**config.mk**
```make
export PLATFORM = sky130hd
export DESIGN_NAME = hazard_scoreboard_flat
export DESIGN_NICKNAME = d
export VERILOG_FILES = /design/src/rtl/hazard_scoreboard_pkg.sv /design/src/rtl/hazard_scoreboard_if.sv /design/src/rtl/hazard_scoreboard_reg_counter.sv /design/src/rtl/hazard_scoreboard.sv /design/src/flat_wrapper.sv
export SDC_FILE = /design/constraint.sdc
export NUM_CORES = 1
export LEC_CHECK = 0
export CAP_MARGIN = 30
export CORE_UTILIZATION = 43
export CTS_BUF_LIST = sky130_fd_sc_hd__clkbuf_16
export DETAILED_ROUTE_END_ITERATION = 16
export GPL_ROUTABILITY_DRIVEN = 0
export SYNTH_ARGS = -nofsm -noshare
export SYNTH_HDL_FRONTEND = slang
export SYNTH_HIERARCHICAL = 1
export SYNTH_SLANG_ARGS = --single-unit
```
**constraint.sdc**
```tcl
create_clock -name clk -period 3.9 [get_ports clk]
set_clock_uncertainty 0.1 [all_clocks]
set_input_delay 0.78 -clock clk [delete_from_list [all_inputs] [get_ports clk]]
set_output_delay 0.78 -clock clk [all_outputs]
set_load 0.02 [all_outputs]
```
**src/rtl/hazard_scoreboard_pkg.sv**
```systemverilog
// hazard_pkg: shared widths, types and latency constants for the hazard
// scoreboard slice (hazard_scoreboard_if, hazard_reg_counter,
// hazard_scoreboard).
package hazard_pkg;
  localparam int REG_ADDR_W = 4;
  localparam int NUM_SRC    = 2;
  localparam int LAT_W      = 3;
  localparam int WB_LAT     = 2;
  localparam int NUM_REGS   = 2 ** REG_ADDR_W;
  localparam int MAX_LAT    = 2 ** LAT_W - 1;

  typedef logic [REG_ADDR_W-1:0] reg_addr_t;
  typedef logic [LAT_W-1:0]      lat_t;

  localparam lat_t LAT_ALU  = lat_t'(0);
  localparam lat_t LAT_LOAD = lat_t'(1);
endpackage

```
**src/rtl/hazard_scoreboard_if.sv**
```systemverilog
// hazard_scoreboard_if: ID-stage <-> scoreboard bundle.
//   master (ID stage): drives id_valid, id_src, id_src_used, id_wb_en,
//                      id_dest, id_lat, forward_EN, flush;
//                      receives hazard_detected, hazard_src, pending.
//   slave  (scoreboard): the mirror image.
interface hazard_scoreboard_if
  import hazard_pkg::*;
#(
  parameter int REG_ADDR_W = hazard_pkg::REG_ADDR_W,
  parameter int NUM_SRC    = hazard_pkg::NUM_SRC,
  parameter int LAT_W      = hazard_pkg::LAT_W
) ();
  localparam int NREGS = 2 ** REG_ADDR_W;

  logic                          id_valid;
  logic [NUM_SRC*REG_ADDR_W-1:0] id_src;
  logic [NUM_SRC-1:0]            id_src_used;
  logic                          id_wb_en;
  logic [REG_ADDR_W-1:0]         id_dest;
  logic [LAT_W-1:0]              id_lat;
  logic                          forward_EN;
  logic                          flush;
  logic                          hazard_detected;
  logic [NUM_SRC-1:0]            hazard_src;
  logic [NREGS-1:0]              pending;

  modport master (
    output id_valid, id_src, id_src_used, id_wb_en, id_dest, id_lat,
           forward_EN, flush,
    input  hazard_detected, hazard_src, pending
  );

  modport slave (
    input  id_valid, id_src, id_src_used, id_wb_en, id_dest, id_lat,
           forward_EN, flush,
    output hazard_detected, hazard_src, pending
  );
endinterface

```
**src/rtl/hazard_scoreboard_reg_counter.sv**
```systemverilog
// hazard_reg_counter: countdown for one architectural register.
//   clk, rst_n : clock, async active-low reset (count -> 0)
//   load_i     : an issuing instruction writes this register
//   lat_i      : effective latency of that write
//   cnt_o      : cycles until the pending result is consumable
// Each cycle the count drops by one (floor 0); a load keeps the larger of
// the decremented count and the new latency so an older, slower write
// stays protected.
module hazard_reg_counter
  import hazard_pkg::*;
#(
  parameter int LAT_W = hazard_pkg::LAT_W
) (
  input  logic             clk,
  input  logic             rst_n,
  input  logic             load_i,
  input  logic [LAT_W-1:0] lat_i,
  output logic [LAT_W-1:0] cnt_o
);
  logic [LAT_W-1:0] cnt_q, cnt_d, dec;

  always_comb begin
    dec   = (cnt_q == '0) ? '0 : cnt_q - LAT_W'(1);
    cnt_d = dec;
    if (load_i && (lat_i > dec)) cnt_d = lat_i;
  end

  always_ff @(posedge clk or negedge rst_n) begin
    if (!rst_n) cnt_q <= '0;
    else        cnt_q <= cnt_d;
  end

  assign cnt_o = cnt_q;
endmodule

```
**src/rtl/hazard_scoreboard.sv**
```systemverilog
// hazard_scoreboard: per-register countdown scoreboard for the ID stage.
//   clk, rst_n : clock, async active-low reset
//   bus        : hazard_scoreboard_if.slave (ID request in, hazard/pending out)
//   stall_cycles, stall_events : only with HAZARD_STATS_EN defined
// Hazards are evaluated from registered counts only, so an instruction
// never sees its own write (no self-hazard on src == dest).
module hazard_scoreboard
  import hazard_pkg::*;
#(
  parameter int REG_ADDR_W = hazard_pkg::REG_ADDR_W,
  parameter int NUM_SRC    = hazard_pkg::NUM_SRC,
  parameter int LAT_W      = hazard_pkg::LAT_W,
  parameter int WB_LAT     = hazard_pkg::WB_LAT
) (
  input  logic                clk,
  input  logic                rst_n,
  hazard_scoreboard_if.slave  bus
`ifdef HAZARD_STATS_EN
  ,
  output logic [31:0]         stall_cycles,
  output logic [15:0]         stall_events
`endif
);
  localparam int NREGS   = 2 ** REG_ADDR_W;
  localparam int MAX_L   = 2 ** LAT_W - 1;
  localparam int WB_CLMP = (WB_LAT > MAX_L) ? MAX_L : WB_LAT;

  logic [NREGS-1:0][LAT_W-1:0] cnt;
  logic [NUM_SRC-1:0]          haz_src;
  logic                        hazard, fire;
  logic [LAT_W-1:0]            eff_lat;

  always_comb begin
    haz_src = '0;
    for (int k = 0; k < NUM_SRC; k++)
      haz_src[k] = bus.id_valid & bus.id_src_used[k] &
                   (cnt[bus.id_src[k*REG_ADDR_W +: REG_ADDR_W]] != '0);
  end

  assign hazard  = (|haz_src) & ~bus.flush;
  assign fire    = bus.id_valid & ~hazard & ~bus.flush;
  assign eff_lat = bus.forward_EN ? bus.id_lat : LAT_W'(WB_CLMP);

  for (genvar r = 0; r < NREGS; r++) begin : g_reg
    hazard_reg_counter #(.LAT_W(LAT_W)) u_cnt (
      .clk    (clk),
      .rst_n  (rst_n),
      .load_i (fire & bus.id_wb_en & (bus.id_dest == REG_ADDR_W'(r))),
      .lat_i  (eff_lat),
      .cnt_o  (cnt[r])
    );
    assign bus.pending[r] = (cnt[r] != '0);
  end

  assign bus.hazard_src      = haz_src;
  assign bus.hazard_detected = hazard;

`ifdef HAZARD_STATS_EN
  logic [31:0] stall_cycles_q;
  logic [15:0] stall_events_q;
  logic        haz_prev_q;

  always_ff @(posedge clk or negedge rst_n) begin
    if (!rst_n) begin
      stall_cycles_q <= '0;
      stall_events_q <= '0;
      haz_prev_q     <= 1'b0;
    end else begin
      haz_prev_q <= hazard;
      if (hazard && !(&stall_cycles_q))
        stall_cycles_q <= stall_cycles_q + 32'd1;
      if (hazard && !haz_prev_q && !(&stall_events_q))
        stall_events_q <= stall_events_q + 16'd1;
    end
  end

  assign stall_cycles = stall_cycles_q;
  assign stall_events = stall_events_q;
`endif
endmodule

```
**src/flat_wrapper.sv**
```systemverilog
// flat-port wrapper written by rule: the top's interface ports become plain ports
module hazard_scoreboard_flat import hazard_pkg::*;
#(
  parameter int REG_ADDR_W = hazard_pkg::REG_ADDR_W,
  parameter int NUM_SRC    = hazard_pkg::NUM_SRC,
  parameter int LAT_W      = hazard_pkg::LAT_W,
  parameter int WB_LAT     = hazard_pkg::WB_LAT
)
  (clk, rst_n, bus_id_valid, bus_id_src, bus_id_src_used, bus_id_wb_en, bus_id_dest, bus_id_lat, bus_forward_EN, bus_flush, bus_hazard_detected, bus_hazard_src, bus_pending);
  hazard_scoreboard_if #(.REG_ADDR_W(REG_ADDR_W), .NUM_SRC(NUM_SRC), .LAT_W(LAT_W)) bus_i ();
  input  logic clk;
  input  logic rst_n;
  input wire logic [$bits(bus_i.id_valid)-1:0] bus_id_valid;
  input wire logic [$bits(bus_i.id_src)-1:0] bus_id_src;
  input wire logic [$bits(bus_i.id_src_used)-1:0] bus_id_src_used;
  input wire logic [$bits(bus_i.id_wb_en)-1:0] bus_id_wb_en;
  input wire logic [$bits(bus_i.id_dest)-1:0] bus_id_dest;
  input wire logic [$bits(bus_i.id_lat)-1:0] bus_id_lat;
  input wire logic [$bits(bus_i.forward_EN)-1:0] bus_forward_EN;
  input wire logic [$bits(bus_i.flush)-1:0] bus_flush;
  output wire logic [$bits(bus_i.hazard_detected)-1:0] bus_hazard_detected;
  output wire logic [$bits(bus_i.hazard_src)-1:0] bus_hazard_src;
  output wire logic [$bits(bus_i.pending)-1:0] bus_pending;
  assign bus_i.id_valid = bus_id_valid;
  assign bus_i.id_src = bus_id_src;
  assign bus_i.id_src_used = bus_id_src_used;
  assign bus_i.id_wb_en = bus_id_wb_en;
  assign bus_i.id_dest = bus_id_dest;
  assign bus_i.id_lat = bus_id_lat;
  assign bus_i.forward_EN = bus_forward_EN;
  assign bus_i.flush = bus_flush;
  assign bus_hazard_detected = bus_i.hazard_detected;
  assign bus_hazard_src = bus_i.hazard_src;
  assign bus_pending = bus_i.pending;
  hazard_scoreboard #(.REG_ADDR_W(REG_ADDR_W), .NUM_SRC(NUM_SRC), .LAT_W(LAT_W), .WB_LAT(WB_LAT)) u_core (.clk(clk), .rst_n(rst_n), .bus(bus_i));
endmodule
```
## Yosys cells after proc, flatten, opt, wreduce, memory -nomap -nowiden

Cells that the tools add are included.

| storage, ports and cells | value |
|---|---|
| flip-flop bits (word level) | 48 |
| bits of input ports | 23 |
| output and inout bits | 19 |

| cells by class | value |
|---|---|
| add/sub/neg operators | 16 |
| $lt $le $gt $ge | 18 |
| eq/ne operators | 15 |
| mux-type cells | 37 |
| bitwise logic cells | 26 |
| reductions and logical operators | 52 |

Operators with widths:

| operator | number |
|---|---|
| 3-bit 2-to-1 mux | 35 |
| 3-bit nonzero test | 18 |
| 3-bit > comparator | 16 |
| 3-bit zero test | 16 |
| 3-bit by 1-bit subtractor with 3-bit output (second input constant) | 16 |
| 4-bit equality test (second input constant) | 8 |
| 1-bit AND | 24 |
| 3-bit binary-select mux with 4-bit select | 2 |
| 4-bit by 3-bit equality test with 1-bit output (second input constant) | 4 |
| 1-bit logical AND | 16 |
| 4-bit by 5-bit less-than comparator with 1-bit output (second input constant) | 2 |
| 4-bit by 2-bit equality test with 1-bit output (second input constant) | 2 |
| 4-bit by 1-bit equality test with 1-bit output (second input constant) | 1 |
| 4-bit zero test | 1 |
| 1-bit inverter | 2 |
| 2-bit OR reduction | 1 |

## Logic depth before layout (Yosys ltp)

| logic depth | value |
|---|---|
| depth in word-level cells | 13 |
| depth in mapped cells | 10 |

## Modules after synthesis

Netlist, hierarchy kept.

Modules (own cells, without submodules):

| module | instances | cells each | area each (um^2) | seq. area each (um^2) |
|---|---|---|---|---|
| hazard_reg_counter | 16 | 21 | 212.7 | 75.1 |
| hazard_scoreboard | 1 | 121 | 883.3 | 0.0 |

## Worst setup path after synthesis

Ideal clock, no wire load.

| path | value |
|---|---|
| path kind | input to register |
| start point | in bus_id_src[1] |
| end point | reg u_core.g_reg[0].u_cnt.cnt_q[0] |
| setup time | 125 ps |
| arrival | 2,913 ps |
| slack | 762 ps |
| stages | 9 |
| cells stage by stage | buf_2 > mux2_2 > a21oi_2 > o2111ai_2 > buf_4 > nor3_2 > o31ai_1 > a311oi_2 > mux2_2 |

| on the way | value |
|---|---|
| word-level cells in the longest chain between the ends | 13 |

RTL lines:

| item | line | source |
|---|---|---|
| start, declared | flat_wrapper.sv:14 | `input wire logic [$bits(bus_i.id_src)-1:0] bus_id_src;` |
| 3-bit binary-select mux with 4-bit select | hazard_scoreboard.sv:37 | `(cnt[bus.id_src[k*REG_ADDR_W +: REG_ADDR_W]] != '0);` |
| 3-bit 2-to-1 mux (implied by the code) | hazard_scoreboard.sv:37 |  |
| 3-bit nonzero test | hazard_scoreboard.sv:37 |  |
| 1-bit AND | hazard_scoreboard.sv:36 | `haz_src[k] = bus.id_valid & bus.id_src_used[k] &` |
| named net bus_hazard_src[0] | flat_wrapper.sv:22 | `output wire logic [$bits(bus_i.hazard_src)-1:0] bus_hazard_src;` |
| 2-bit OR reduction | hazard_scoreboard.sv:40 | `assign hazard = (\|haz_src) & ~bus.flush;` |
| 1-bit AND | hazard_scoreboard.sv:40 |  |
| 1-bit inverter | hazard_scoreboard.sv:41 | `assign fire = bus.id_valid & ~hazard & ~bus.flush;` |
| 1-bit AND (2 in a row) | hazard_scoreboard.sv:41 |  |
| 1-bit AND (2 in a row) | hazard_scoreboard.sv:48 | `.load_i (fire & bus.id_wb_en & (bus.id_dest == REG_ADDR_W'(r))),` |
| 1-bit logical AND | hazard_scoreboard_reg_counter.sv:25 | `if (load_i && (lat_i > dec)) cnt_d = lat_i;` |
| 3-bit 2-to-1 mux | hazard_scoreboard_reg_counter.sv:25 |  |
| named net u_core.g_reg[0].u_cnt.cnt_d[0] | hazard_scoreboard_reg_counter.sv:20 | `logic [LAT_W-1:0] cnt_q, cnt_d, dec;` |
| end signal, assigned | hazard_scoreboard_reg_counter.sv:30 | `else cnt_q <= cnt_d;` |
| end, declared | hazard_scoreboard_reg_counter.sv:20 |  |

The timed path passes the listed nets, and every way through them passes these cells. The select of a mux whose other input is x is not followed.

## Worst setup path after layout

| path | value |
|---|---|
| start point | in bus_id_src[4] |
| end point | out bus_hazard_src[1] |

| on the way | value |
|---|---|
| word-level cells in the longest chain between the ends | 4 |

RTL lines:

| item | line |
|---|---|
| 3-bit binary-select mux with 4-bit select | hazard_scoreboard.sv:37 |
| 3-bit 2-to-1 mux (implied by the code) | hazard_scoreboard.sv:37 |
| 3-bit nonzero test | hazard_scoreboard.sv:37 |
| 1-bit AND | hazard_scoreboard.sv:36 |
| end, declared | flat_wrapper.sv:22 |

Every way passes these cells. The select of a mux whose other input is x is not followed.

==> results.ini <==
[clock_tree]
post-cts-setup-buffer-count = 0
tritoncts = yes
clock-sinks = 48
clk_pin_slew_worst_paths_ns = 0.07
clock_tree.buffer_depth = 2
clock_latency_ns = 0.29
cts-buffers-inserted = 5
cts-htree-levels = 2
clock-root-buffer = clkbuf_16

[run]
timing.max_cap.violations = 0

[routing]
drt_first_pass_iters = 4
drtAntennaViolNets = 0
post_drt_wl_per_cell_um = 15.45
drt_wl_total_um = 10310
post_drt_via_cell_ratio = 5.411
first_iter_violations = 113
num_vias = 3609
remaining_drc_errors = 0

[final_layout]
fin_cells = 667
final_nets = 604
area_growth_pct = 22.33
nFillCells = 898
antenna-diode-count = 0
final_core_utilization_pct = 53.90
layout_cells_sized_above_1_pct = 19.29
max_ffs_per_register = 48

[setup_path]
worst-endpoint-arrival_ns = 2.88
worstSetupStartpointType = primary input
setup.worst_path.class = primary input to output pin
reg2reg_to = u_core/g_reg[11].u_cnt/cnt_o[0]
critical_path.endpoint_type = output pin
reg2reg_depth = 10
critical_path_peak_fanout = 4
worst-r2r-setup-slack_ns = 0.69
worst_reg2reg_startpoint = u_core/g_reg[1].u_cnt/cnt_o[0]
worst-endpoint-required_ns = 3.02

[floorplanning]
ioPinCount = 42
die_w_um = 101.8
initial_utilization_pct = 44.06
row_count = 36
core-area_um2 = 9729
floorplan.die.height_um = 101.8
die_area_um2 = 10370

[sta]
timing.fmax_ghz = 0.2659
final_max_slew_viol_count = 0
timing_hold_violations_final = 0
post-route-worst-setup-slack_ns = 0.1397
max_slew_headroom_at_the_worst_pin_pct = 44.99
layout_worst_path_cycle_share_pct = 96.42
finalWorstPathRequiredPeriod_ns = 3.760
setup_viol = 0
timing_worst_slew_pin_value_ns = 0.8251
grt_setup_unrepaired = no
fin_setup_tns_ns = 0

[logic_synthesis]
postSynth.asyncResetShare_pct = 100.0
synth_area_per_cell_um2 = 9.380
ys_ff_latch = 48
netlist.top_cell.by_area = dfrtp_1
yosys.cell_count.top_type = inv_1
synth_area_leaders = dfrtp_1 28%, ha_1 14%, mux2i_1 7.9%, a311oi_2 5.6%, inv_1 5.1%
syn_inst = 457
netlist.area_leader.share_pct = 28.02
syn-cell-area_um2 = 4287
yosysSeqAreaShare_pct = 28.02
synthesis.yosys.warnings = 6
post_synth_top_cells = 58 x inv_1, 54 x nor2_1, 48 x dfrtp_1, 48 x ha_1, 34 x mux2i_1
syn_nets = 528
netlist-cell-type-count = 50
synth_enable_flop_cells = 0
ys.flop_type = dfrtp_1

[power_and_ir_drop]
vdd_drop_max_uv = 137.2
power.static_leakage_nw = 2.428
p_total_mw = 1.196
power_density_nw_per_um2 = 228.1

[global_routing]
grt_antenna_before_repair = 0
global_route.overflow_total = 0
grt_pass1_wl_um = 17220
first_global_vias = 3729
global_route.usage.total_pct = 21.27
grt_start_max_net_pins = 35

[place]
dp_worst_setup_slack_ns = -0.07355
dpl.cell_count = 659
io_buffer_count = 41
hpwlAfterDp_um = 7908

[run_status]
outcome = finished, final reports clean

[worst_hold_path]
hold_path.class = primary input to async pin

==> layer usage <==
metal | wire, µm | track usage, % | up-vias
li1 | - | - | 1824
met1 | 4502 | 24.38 | 1721
met2 | 5368 | 40.38 | 53
met3 | 276 | 3.283 | 11
met4 | 161 | 6.593 | 0
met5 | 0 | 0 | -
==> cell families after synthesis <==
logic type                 count (synthesis)  synth area share [%]
adders and majority gates                 48                 14.01
and+or+nand+nor                          164                 22.27
AOI/OAI and AO/OA                         79                 15.53
muxes                                     55                 14.33
DFF                                       48                 28.02
buffers and inverters                     63                 5.837
==> critical path, cell delays in order <==
cell	delay, ns
clkdlybuf4s50_1	0.58
mux4_2	0.54
a2bb2oi_2	0.16
o31ai_4	0.09
clkdlybuf4s50_1	0.73
==> what timing repair did <==
action	CTS	global route
hold buffers	0	0
endpoints found under the setup margin	1	1
resized for setup	1	1
pin swaps	0	0
==> stage by stage <==
stage	instance area, µm²	hold slack, ns
2_1_floorplan	4287	0.3844
3_3_place_gp	5071	0.5235
3_5_place_dp	5071	0.5361
4_1_cts	5238	0.5283
5_1_grt	5244	0.5442
6_report	5244	0.4779
==> cell usage in the layout, fill, tap and decap left out, types with 2 or more instances in the layout <==
cell type,n
inv_1,58
nor2_1,54
ha_1,48
dfrtp_1,48
clkdlybuf4s50_1,38
buf_4,34
mux2i_1,34
nor2b_1,20
mux2_2,18
o21ai_0,17
nor3b_1,16
a21oi_1,16
o31ai_1,16
a311oi_2,16
nor3_1,14
nand3_1,11
nor3_2,9
nand4_1,7
clkbuf_16,5
or3_4,5
nand2b_1,4
nor4_1,4
nand2_1,4
or3_1,4
o22ai_1,2
nor4b_1,2
nor4_2,2
and2_1,2
mux4_2,2
==> cell type report <==
| type | instances | area (µm²) | area share [%] |
|---|---|---|---|
| inverter | 58 | 217.7 | 4.152 |
| multi-input combinational | 346 | 2841 | 54.19 |
| clock inverter | 3 | 42.54 | 0.8113 |
| timing repair buffer | 74 | 649.4 | 12.38 |
| clock buffer | 5 | 125.1 | 2.386 |
| sequential | 48 | 1201 | 22.91 |
| tap | 133 | 166.4 | 3.173 |
==> worst max-delay path by stage <==
stage | depth (start not counted) | from | to | slack (ns)
after floorplan | 9 | bus_id_src[1] | u_core/g_reg[0].u_cnt/cnt_o[0] | 0.76
after global placement | 7 | bus_id_src[1] | bus_hazard_detected | 0.05
after detailed placement | 8 | bus_id_src[1] | bus_hazard_detected | -0.07
after CTS | 5 | bus_id_src[4] | bus_hazard_src[1] | 0.11
after global routing | 7 | bus_id_src[1] | bus_hazard_detected | 0.02
final | 5 | bus_id_src[4] | bus_hazard_src[1] | 0.14
==> where the power goes <==
part,internal (mW),switching (mW),total [mW]
sequential,0.500,0.00289,0.503
combinational,0.0822,0.110,0.192
clock,0.302,0.200,0.502
total,0.884,0.312,1.20
Note: power is estimated with default switching activity, not from simulation.
